$ cat config.mk
export PLATFORM = sky130hd
export DESIGN_NAME = spi_io_ctrl
export DESIGN_NICKNAME = d
export VERILOG_FILES = /design/src/rtl/spi_io_ctrl.sv
export SDC_FILE = /design/constraint.sdc
export NUM_CORES = 1
export LEC_CHECK = 0
export ABC_AREA = 1
export CELL_PAD_IN_SITES_DETAIL_PLACEMENT = 0
export CELL_PAD_IN_SITES_GLOBAL_PLACEMENT = 1
export CORE_MARGIN = 10
export CORE_UTILIZATION = 41
export DETAILED_ROUTE_END_ITERATION = 8
export PLACE_DENSITY = 0.91
export SLEW_MARGIN = 30
export SYNTH_ARGS = -nofsm -noshare
export SYNTH_HDL_FRONTEND = slang
export SYNTH_SLANG_ARGS = --single-unit
$ cat constraint.sdc
create_clock -name PHI -period 1.8 [get_ports PHI]
set_input_delay 0.18 -clock PHI [delete_from_list [all_inputs] [get_ports PHI]]
set_output_delay 0.18 -clock PHI [all_outputs]
set_load 0.02 [all_outputs]
$ cat src/rtl/spi_io_ctrl.sv
// spi_io_ctrl: Z180 I/O-mapped SPI master (mode 0, MSB first) with data, control/status and divider ports.
// Build option SPI_WAIT_EN: stall the CPU via waiting on data-port accesses during a transfer.
module spi_io_ctrl #(
    parameter logic [7:0] BASE_PORT = 8'h40,
    parameter logic [7:0] DIV_RESET = 8'd3
) (
    input  logic       PHI,
    input  logic       nRESET,
    input  logic [7:0] A,
    input  logic [7:0] D,
    input  logic       IORQ,
    input  logic       RD,
    input  logic       WR,
    input  logic       M1,
    output logic [7:0] data_out,
    output logic       data_en,
    output logic       waiting,
    output logic       SPI_SDO,
    input  logic       SPI_SDI,
    output logic       SPI_SCK,
    output logic       SPI_SS,
    output logic [1:0] state_dbg
);
    typedef enum logic [1:0] {IDLE = 2'd0, LOW = 2'd1, HIGH = 2'd2} state_t;

    state_t     state, state_nxt;
    logic [7:0] div, div_lat, divcnt, shreg, rx, offs;
    logic [2:0] bitcnt;
    logic       rx_valid, ovr, ss_en, done, sck, sdo;
    logic       busy, hit, sel_data, sel_ctrl, sel_div;
    logic       act, wr_acc, rd_acc, start, tick;

    // CPU access handshake: an access is "offered" while hit is high and is
    // actioned on the first PHI edge where waiting is low; done keeps the side
    // effects to once per access until IORQ is released.
    assign offs     = A - BASE_PORT;
    assign hit      = !IORQ && M1 && (offs < 8'd3) && (!RD || !WR);
    assign sel_data = (offs == 8'd0);
    assign sel_ctrl = (offs == 8'd1);
    assign sel_div  = (offs == 8'd2);
    assign busy     = (state != IDLE);

`ifdef SPI_WAIT_EN
    assign waiting = hit && sel_data && busy;
`else
    assign waiting = 1'b0;
`endif

    assign act     = hit && !done && !waiting;
    assign wr_acc  = act && !WR;
    assign rd_acc  = act && WR;
    assign start   = wr_acc && sel_data && !busy;
    assign data_en = hit && !RD && !waiting;
    assign tick    = (divcnt == div_lat);

    always_comb begin
        data_out = 8'h00;
        if (sel_data)
            data_out = rx;
        else if (sel_ctrl)
            data_out = {rx_valid, ovr, 4'b0000, ss_en, busy};
        else if (sel_div)
            data_out = div;
    end

    always_comb begin
        state_nxt = state;
        case (state)
            IDLE:    if (start) state_nxt = LOW;
            LOW:     if (tick) state_nxt = HIGH;
            HIGH:    if (tick) state_nxt = (bitcnt == 3'd7) ? IDLE : LOW;
            default: state_nxt = IDLE;
        endcase
    end

    always_ff @(posedge PHI or negedge nRESET) begin
        if (!nRESET)
            state <= IDLE;
        else
            state <= state_nxt;
    end

    always_ff @(posedge PHI or negedge nRESET) begin
        if (!nRESET) begin
            div      <= DIV_RESET;
            div_lat  <= DIV_RESET;
            divcnt   <= 8'h00;
            shreg    <= 8'h00;
            rx       <= 8'h00;
            bitcnt   <= 3'd0;
            rx_valid <= 1'b0;
            ovr      <= 1'b0;
            ss_en    <= 1'b0;
            done     <= 1'b0;
            sck      <= 1'b0;
            sdo      <= 1'b0;
        end else begin
            if (IORQ)
                done <= 1'b0;
            else if (act)
                done <= 1'b1;
            if (wr_acc && sel_ctrl) begin
                ss_en <= D[0];
                if (D[6])
                    ovr <= 1'b0;
            end
            if (wr_acc && sel_div)
                div <= D;
`ifndef SPI_WAIT_EN
            if (wr_acc && sel_data && busy)
                ovr <= 1'b1;
`endif
            if (rd_acc && sel_data && !busy)
                rx_valid <= 1'b0;
            // Shift register transmits from bit 7 and receives into bit 0.
            case (state)
                IDLE: if (start) begin
                    shreg   <= D;
                    sdo     <= D[7];
                    bitcnt  <= 3'd0;
                    divcnt  <= 8'h00;
                    div_lat <= div;
                end
                LOW: if (tick) begin
                    divcnt <= 8'h00;
                    sck    <= 1'b1;
                    shreg  <= {shreg[6:0], SPI_SDI};
                end else begin
                    divcnt <= divcnt + 8'd1;
                end
                HIGH: if (tick) begin
                    divcnt <= 8'h00;
                    sck    <= 1'b0;
                    if (bitcnt == 3'd7) begin
                        rx       <= shreg;
                        rx_valid <= 1'b1;
                    end else begin
                        sdo    <= shreg[7];
                        bitcnt <= bitcnt + 3'd1;
                    end
                end else begin
                    divcnt <= divcnt + 8'd1;
                end
                default: ;
            endcase
        end
    end

    assign SPI_SCK   = sck;
    assign SPI_SDO   = sdo;
    assign SPI_SS    = !ss_en;
    assign state_dbg = state;
endmodule
==> flow_summary.toml <==
[worst_setup_path]
worstPathRequired_ns = 1.62
end_kind = "output pin"
critPathLaunchType = "input pin"
critPathKind = "input pin to output pin"
crit_fanout = 6
crit_arrival_ns = 1.50

[clock_tree]
clkSinkCount = 51
cts_buffers = 5
cts_buffer_depth = 2
cts_root_buffer = "clkbuf_8"
cts_tree = "yes"
clkTransAtPathRegs_ns = 0.09
htree_levels = 2
clock_latency_ns = 0.30

[place]
placed_area_um2 = 3590
dp_hpwl_mm = 5.06
pre_cts_ws_ns = -0.587
io_buffer_count = 36
gp_congestion = 0.782
dp.cells = 507

[finish]
post-route-util_pct = 51.4
drive_gt1_share_pct = 24.3
finalInstanceArea_um2 = 3690
seq_area_um2 = 1280
fillers = 679
insertedDiodeCount = 0
fin_nets = 448
instances_no_fill = 518
multi_input_area_um2 = 1430
area_growth_pct = 23.8

[floorplan]
core_um2 = 7180
die_y_um = 105
die_w_um = 105
start_util_pct = 41.5
dieArea_um2 = 11100
num_rows = 31
pin_count = 38

[yosys]
synth_area_um2 = 2980
synth_edf_count = 0
synth_top_family_by_area = "simple AND/OR/NAND/NOR gates"
syn_nets = 390
netlist_top_cells_count = "nand2_1 (114), dfrtp_1 (47), inv_1 (47), o21ai_2 (24), nand3_1 (18)"
netlist.top_cell.by_area = "dfrtp_1"
synthArstFlopShare_pct = 100
synth.avg_cell_area_um2 = 8.28
yosys.area_share.adder_pct = 2.94
synthTopCellsByArea = "dfrtp_1 (39%), nand2_1 (14%), o21ai_2 (7.1%)"
synth_ff_type = "dfrtp_1"
synth_most_common_cell = "nand2_1"
synth-xor-area-share_pct = 3.19
yosys_warnings = 0
synth-compound-area-share_pct = 12.6
yosysUniqueCellTypes = 35
ys_seq_area_share_pct = 43.0
synth-seq-cells = 51
syn_inst = 360
synth-simple-area-share_pct = 28.1
synth_top_area_share_pct = 39.5
synthMuxAreaShare_pct = 0

[route]
via_per_inst = 4.72
drc = 0
vias = 2446
wl_mm = 6.61
first_iter_violations = 69
wl_per_cell_um = 12.8
drt.antenna.violating_nets = 0
first_pass_iters = 4

[hold_path]
hp-class = "input pin to asynchronous set/reset pin"

[timing]
finalWorstSetupSlack_ns = 0.117
clock.fmax_mhz = 594
rsz0062_at_grt = "false"
period_needed_ns = 1.68
period_share_pct = 93.5
skew_ns = 0.00513
setup_violations = 0
final-max-slew-violation-count = 0
hold_viol = 0

[power]
pwr_density_cell_nw_per_um2 = 991
p_leak_nw = 1.75
irDropWorstVdd_uv = 534

[grt]
groute.usage.overall_pct = 12.3
antenna_found_initial = 0
grt_pass1_vias = 2351
grt_max_degree = 52
grt-ovfl-total = 0
grt_pass1_wl_mm = 11.4

[flow_run]
drv_cap = 0

[run_status]
status = "finished clean"
final timing paths:
path / start / slack, ns / cells after the start / end
max: A[2] / 0.12 / 9 / data_out[7]
max reg2reg: divcnt[2]$_DFFE_PN0P_ / 0.17 / 8 / rx[1]$_DFFE_PN0P_
min in group PHI: D[1] / 0.40 / 3 / div[1]$_DFFE_PN1P_
min: nRESET / 0.40 / 3 / done$_DFFE_PN0P_
min reg2reg: rx_valid$_DFF_PN0_ / 0.48 / 2 / rx_valid$_DFF_PN0_
max in group asynchronous: nRESET / 1.11 / 3 / div[1]$_DFFE_PN1P_
metrics by stage:
stage                     hold slack (ns)  total power [mW]  setup TNS [ns]
after floorplan                    -0.116              2.39               0
after global placement              0.191              2.96          -11.59
after detailed placement            0.195              3.00          -12.70
after CTS                           0.398              3.68               0
after global routing                0.414              3.94               0
final                               0.397              3.66               0
cells by family (layout without fill, tap and decap cells):
group | after synthesis | after routing
simple gates | 175 | 176
buf+inv | 64 | 122
compound gates | 52 | 52
flops | 51 | 51
xor+xnor | 10 | 10
fa+ha+maj | 7 | 7
other cells | 1 | 1
sequential cells by signal, summed over array words and instances, names as in the netlist:
name,cells
done,1
div_lat,8
divcnt,8
ss_en,1
SPI_SDO,1
bitcnt,3
shreg,8
state_dbg,2
rx,8
ovr,1
SPI_SCK,1
rx_valid,1
div,8
what timing repair did:
| action | 4_1_cts | 5_1_grt |
|---|---|---|
| hold buffers | 1 | 0 |
| endpoints found under the hold margin | 47 | 0 |
| setup endpoints to repair | 9 | 37 |
| setup buffers | 1 | 0 |
| gates resized for setup | 51 | 6 |
| pin swaps | 6 | 3 |
| gates cloned | 1 | 0 |
power breakdown:
| part | internal [mW] | leakage, nW | total [mW] | switching [mW] |
|---|---|---|---|---|
| sequential | 1.29 | 0.672 | 1.38 | 0.0935 |
| clock | 0.280 | 0.0418 | 0.665 | 0.385 |
| combinational | 0.651 | 1.04 | 1.61 | 0.959 |
cell usage in the layout (no fill, tap or decap), drive strengths merged, types with 9 or more instances in the layout:
master         count
buf               35
clkdlybuf4s50     18
dfrtp             47
inv               52
nand2            117
nand3             22
nand4             14
nor2              19
o21ai             44
xnor2              9
worst max-delay path, cell delays in order:
cell and delay, ns:
dlygate4sd2_1 0.24, inv_1 0.06, nand2_2 0.07, buf_4 0.14, nor4_2 0.26, buf_4 0.18, nand2_1 0.05, o211ai_1 0.12
buf_4 0.19
layer usage:
| layer | global-route usage [%] | share of wire, % | up-vias |
|---|---|---|---|
| met2 | 21.2 | 51 | 23 |
| met5 | 0 | 0 | - |
| li1 | - | - | 1266 |
| met1 | 15.0 | 45 | 1151 |
| met3 | 2.25 | 2.8 | 6 |
| met4 | 4.41 | 1.1 | 0 |
final cells by class:
cell class              instances  share of cell area (%)
well taps                      99                    3.36
flip-flops and latches         51                    34.7
multi-input cells             246                    38.7
clock inverters                 2                   0.441
clock buffers                   6                    1.97
inverters                      51                    5.19
repair buffers                 63                    15.6
(Power assumes the default switching activity.)
